## src/rtl/switch_debounce_sync_if.sv

```systemverilog
// Switch conditioning bus: raw switch levels in, debounced levels, change strobe and sample tick out.
// The master side drives in_raw; the slave side is the debouncer.
interface switch_debounce_sync_if #(
  parameter int WIDTH = 9
);
  logic [WIDTH-1:0] in_raw;
  logic [WIDTH-1:0] in_clean;
  logic             changed;
  logic             tick;

  modport master (
    output in_raw,
    input  in_clean,
    input  changed,
    input  tick
  );

  modport slave (
    input  in_raw,
    output in_clean,
    output changed,
    output tick
  );
endinterface

```

## src/rtl/switch_debounce_sync.sv

```systemverilog
// Two-flop synchroniser plus per-bit tick-qualified debouncer for the slide switches.
// A bit changes only after it has differed from its clean level for STABLE_TICKS sample ticks in a row.
module switch_debounce_sync #(
  parameter int WIDTH        = 9,
  parameter int TICK_DIV     = 100000,
  parameter int STABLE_TICKS = 10
) (
  input logic                  clk,
  input logic                  rst_n,
  switch_debounce_sync_if.slave sw
);
  localparam int PW = $clog2(TICK_DIV);
  localparam int CW = $clog2(STABLE_TICKS + 1);
  localparam logic [PW-1:0] PRE_LAST = PW'(TICK_DIV - 1);
  localparam logic [CW-1:0] CNT_LAST = CW'(STABLE_TICKS - 1);

  logic [WIDTH-1:0] s1;
  logic [WIDTH-1:0] s2;
  logic [WIDTH-1:0] clean_q;
  logic [WIDTH-1:0] clean_d;
  logic [WIDTH-1:0] accept;
  logic [PW-1:0]    pre_q;
  logic             tick_q;
  logic             changed_q;
  logic [CW-1:0]    cnt_q [WIDTH];
  logic [CW-1:0]    cnt_d [WIDTH];

  always_ff @(posedge clk or negedge rst_n) begin
    if (!rst_n) begin
      s1 <= '0;
      s2 <= '0;
    end else begin
      s1 <= sw.in_raw;
      s2 <= s1;
    end
  end

  // tick is registered off the wrap so it rises on the TICK_DIV-th edge after reset
  always_ff @(posedge clk or negedge rst_n) begin
    if (!rst_n) begin
      pre_q  <= '0;
      tick_q <= 1'b0;
    end else begin
      tick_q <= (pre_q == PRE_LAST);
      if (pre_q == PRE_LAST) begin
        pre_q <= '0;
      end else begin
        pre_q <= pre_q + 1'b1;
      end
    end
  end

  always_comb begin
    clean_d = clean_q;
    accept  = '0;
    for (int i = 0; i < WIDTH; i++) begin
      cnt_d[i] = cnt_q[i];
      if (s2[i] == clean_q[i]) begin
        cnt_d[i] = '0;
      end else if (tick_q) begin
        if (cnt_q[i] == CNT_LAST) begin
          accept[i]  = 1'b1;
          clean_d[i] = s2[i];
          cnt_d[i]   = '0;
        end else begin
          cnt_d[i] = cnt_q[i] + 1'b1;
        end
      end
    end
  end

  always_ff @(posedge clk or negedge rst_n) begin
    if (!rst_n) begin
      clean_q   <= '0;
      changed_q <= 1'b0;
      for (int i = 0; i < WIDTH; i++) begin
        cnt_q[i] <= '0;
      end
    end else begin
      clean_q   <= clean_d;
      changed_q <= |accept;
      for (int i = 0; i < WIDTH; i++) begin
        cnt_q[i] <= cnt_d[i];
      end
    end
  end

  assign sw.in_clean = clean_q;
  assign sw.changed  = changed_q;
  assign sw.tick     = tick_q;
endmodule

```

## src/flat_wrapper.sv

```systemverilog
// flat-port wrapper written by rule: the top's interface ports become plain ports
module switch_debounce_sync_flat 
#(
  parameter int WIDTH        = 9,
  parameter int TICK_DIV     = 100000,
  parameter int STABLE_TICKS = 10
)
  (clk, rst_n, sw_in_raw, sw_in_clean, sw_changed, sw_tick);
  switch_debounce_sync_if #(.WIDTH(WIDTH)) sw_i ();
  input logic clk;
  input logic rst_n;
  input wire logic [$bits(sw_i.in_raw)-1:0] sw_in_raw;
  output wire logic [$bits(sw_i.in_clean)-1:0] sw_in_clean;
  output wire logic [$bits(sw_i.changed)-1:0] sw_changed;
  output wire logic [$bits(sw_i.tick)-1:0] sw_tick;
  assign sw_i.in_raw = sw_in_raw;
  assign sw_in_clean = sw_i.in_clean;
  assign sw_changed = sw_i.changed;
  assign sw_tick = sw_i.tick;
  switch_debounce_sync #(.WIDTH(WIDTH), .TICK_DIV(TICK_DIV), .STABLE_TICKS(STABLE_TICKS)) u_core (.clk(clk), .rst_n(rst_n), .sw(sw_i));
endmodule
```

## config.mk

```make
export PLATFORM = sky130hd
export DESIGN_NAME = switch_debounce_sync_flat
export DESIGN_NICKNAME = d
export VERILOG_FILES = /design/src/rtl/switch_debounce_sync_if.sv /design/src/rtl/switch_debounce_sync.sv /design/src/flat_wrapper.sv
export SDC_FILE = /design/constraint.sdc
export NUM_CORES = 1
export LEC_CHECK = 0
export CAP_MARGIN = 30
export CORE_AREA = 2 2 70 106
export CTS_CLUSTER_DIAMETER = 100
export CTS_CLUSTER_SIZE = 24
export DETAILED_ROUTE_END_ITERATION = 12
export DIE_AREA = 0 0 72 108
export PLACE_DENSITY = 0.76
export SETUP_SLACK_MARGIN = 0.5
export SYNTH_ARGS = -nofsm -noshare
export SYNTH_HDL_FRONTEND = slang
export SYNTH_SLANG_ARGS = --single-unit
```

## constraint.sdc

```tcl
create_clock -name clk -period 1.96 [get_ports clk]
set_input_delay 0.588 -clock clk [delete_from_list [all_inputs] [get_ports clk]]
set_output_delay 0.588 -clock clk [all_outputs]
set_load 0.02 [all_outputs]
```

==> out/qor.yml <==
fmax_ghz: 0.658
root_buffer: "clkbuf_8"
grt_pass1_wl_mm: 12.1
layout_commonest_cell: "dfrtp_1"
dieArea_sq_um: 7780
clk_latency_ns: 0.37
row_count: 37
arrival_ns: 0.93
cts.path.max_buffers: 2
max-slew-margin-rel_pct: 74.5
post-route-drc-count: 0
pwr-share-clk_pct: 44.5
hpwl_mm: 4.71
ys_ff_latch: 82
routed_wirelength_mm: 7.68
combPwrFrac_pct: 2.8
dpl.cell_count: 451
cts_tree: "yes"
worst-r2r-setup-slack_ns: 0.50
grt.total_usage_pct: 20.4
period_share_pct: 77.5
synth_area_sq_um: 3820
setup-tns-final_ns: 0
r2r_cells: 6
leakage_uw: 0.00213
intPower_uw: 2590
areaGrowthSynthToFinish_pct: 25.9
first_global_vias: 2800
ir_worst_vdd_uv: 550
antenna_found_initial: 0
endpoint: "sw_tick"
first_pass_iters: 4
setup_viol: 0
htree_levels: 3
min_path_type: "primary input to async pin"
cts_inserted_buffers: 9
grt_max_degree: 34
netlist_instances: 351
power.share.switching_pct: 20.8
wl_per_cell_um: 15.4
synth_top_flop_cell: "dfrtp_1"
crit_chain: "buf_6"
layout_common_cells: "dfrtp_1 (78), nand2_1 (42), buf_4 (32), nor2_1 (23), o21ai_0 (23)"
synth_edf_count: 0
hold_viol: 0
via_count: 2869
crit_path_start_kind: "flip-flop"
drtIter0Drc: 138
syn_nets: 381
via_per_inst: 5.75
die_h_um: 108
final-max-slew-violation-count: 0
skew_ns: 0.0136
drive_above_1_share_pct: 24.7
slowest_delay_ns: 0.43
status: "finished clean"
cp_slowest_cell: "dfrtp_2"
die_x_um: 72
portBuffers: 21
rr_startpoint: "u_core.sw.in_clean[8]$_DFFE_PN0P_"
startpoint: "u_core.sw.tick$_DFF_PN0_"
path_buf_inv: 1
initial_core_util_pct: 56.1
overflow: 0
crit_fanout: 3
nNetsFinal: 446
pwr-share-seq_pct: 52.7
fin_cells: 499
pwr_density_cell_nw_per_um2: 680
synth-async-reset-ratio_pct: 100
worstPathRequired_ns: 1.37
synth-seq-area-share_pct: 53.8
p_switching_uw: 680
criticalPathCategory: "flip-flop to output pin"
cp.depth: 1
io_pins: 22
nFillCells: 471
cts_num_sinks: 82
multiInputGateArea_sq_um: 1750
antenna_cells: 0
core_sq_um: 6810
path_delay_family: "flip-flops"
place_congestion: 0.789
rsz0062_at_grt: "yes"
ys_types: 44
ys_warn_count: 0
timing.rr.end: "u_core.sw.changed$_DFF_PN0_"
tightest_slew_ns: 0.381
period_minus_slack_ns: 1.52
cp-end-kind: "output pin"
clkTransAtPathRegs_ns: 0.09
syn_avg_cell_area_sq_um: 10.9
drv_cap: 0
final_antenna_net_count: 0
seq_area_sq_um: 2060
holdBufCountCts: 0
-- metrics by stage --
stage / cell area, sq um / utilization, % / hold slack [ns] / total power [uW] / setup WS [ns]
6_report: 4800 / 70.6 / 0.133 / 3270 / 0.441
5_1_grt: 4800 / 70.6 / 0.157 / 3390 / 0.415
4_1_cts: 4550 / 66.9 / 0.137 / 3290 / 0.400
3_5_place_dp: 4160 / 61.2 / 0.335 / 1850 / 0.329
3_3_place_gp: 4160 / 61.2 / 0.334 / 1840 / 0.371
2_1_floorplan: 3820 / - / 0.292 / 1770 / 0.511
-- layer usage --
metal / vias up / track usage [%] / wire length, um
met2: 62 / 35.5 / 4290
met5: - / 0 / 0
met1: 1431 / 22.2 / 2900
met3: 18 / 4.57 / 248
li1: 1358 / - / -
met4: 0 / 12.5 / 239
-- layout make-up --
| class | instances | area share [%] |
|---|---|---|
| tap | 78 | 2.03 |
| multi-input combinational | 245 | 36.3 |
| sequential | 82 | 42.8 |
| clock buffer | 9 | 2.58 |
| clock inverter | 7 | 2.45 |
| inverter | 18 | 1.48 |
| timing repair buffer | 59 | 12.2 |
| timing repair inverter | 1 | 0.104 |
-- repair_timing --
item                                    in CTS  in global routing
resized for setup                           71                 21
cloned                                       0                  3
endpoints found under the hold margin        0                  0
setup buffers                               14                 15
endpoints found under the setup margin      27                 42
pin swaps                                    2                 13
-- sequential cells by signal (all words and copies together) (netlist names) --
signal              cells
u_core.cnt_q           36
u_core.pre_q           17
u_core.s1               9
u_core.s2               9
u_core.sw.in_clean      9
u_core.sw.changed       1
u_core.sw.tick          1
-- how the worst min path moves through the flow --
stage / from / to / slack [ns]
after floorplan: rst_n / u_core.cnt_q[0]$_DFFE_PN0P_ / 0.29
after global placement: u_core.s1[0]$_DFF_PN0_ / u_core.s2[0]$_DFF_PN0_ / 0.33
after detailed placement: u_core.s1[8]$_DFF_PN0_ / u_core.s2[8]$_DFF_PN0_ / 0.33
after CTS: rst_n / u_core.cnt_q[0]$_DFFE_PN0P_ / 0.14
after global routing: rst_n / u_core.cnt_q[31]$_DFFE_PN0P_ / 0.16
final: rst_n / u_core.cnt_q[0]$_DFFE_PN0P_ / 0.13
-- cell usage after synthesis, types with 4 or more instances --
master    instances  area [sq um]
dfrtp_1          82          2050
nand2_1          42           158
nor2_1           25          93.8
o21ai_0          23           115
ha_1             19           238
xor2_1           19           166
inv_1            18          67.6
nand3_1          13          65.1
xnor2_1          13           114
o211ai_1         12          90.1
mux2_2           10           113
a21oi_1           7          35.0
nand4_1           7          43.8
nor3_1            7          35.0
o31ai_1           7          52.6
nand4b_1          6          52.6
and4_1            4          35.0
buf_2             4          20.0
-- kinds of logic after synthesis --
kind of cell	Yosys count	synth area share [%]
buffers and inverters	24	2.79
AOI/OAI and AO/OA	63	10.5
muxes	11	3.21
and+or+nand+nor	120	16.2
adders and majority gates	19	6.23
xor gates and xnor gates	32	7.34
DFF	82	53.8
-- power by group through the flow --
stage | clock network, uW | registers [uW] | logic [uW]
2_1_floorplan | 0 | 1750 | 21.9
5_1_grt | 1560 | 1720 | 104
6_report | 1460 | 1720 | 90.5
4_1_cts | 1480 | 1720 | 92.3
3_3_place_gp | 0 | 1750 | 91.1
3_5_place_dp | 0 | 1750 | 92.3
Note: power is estimated with default switching activity, not from simulation.
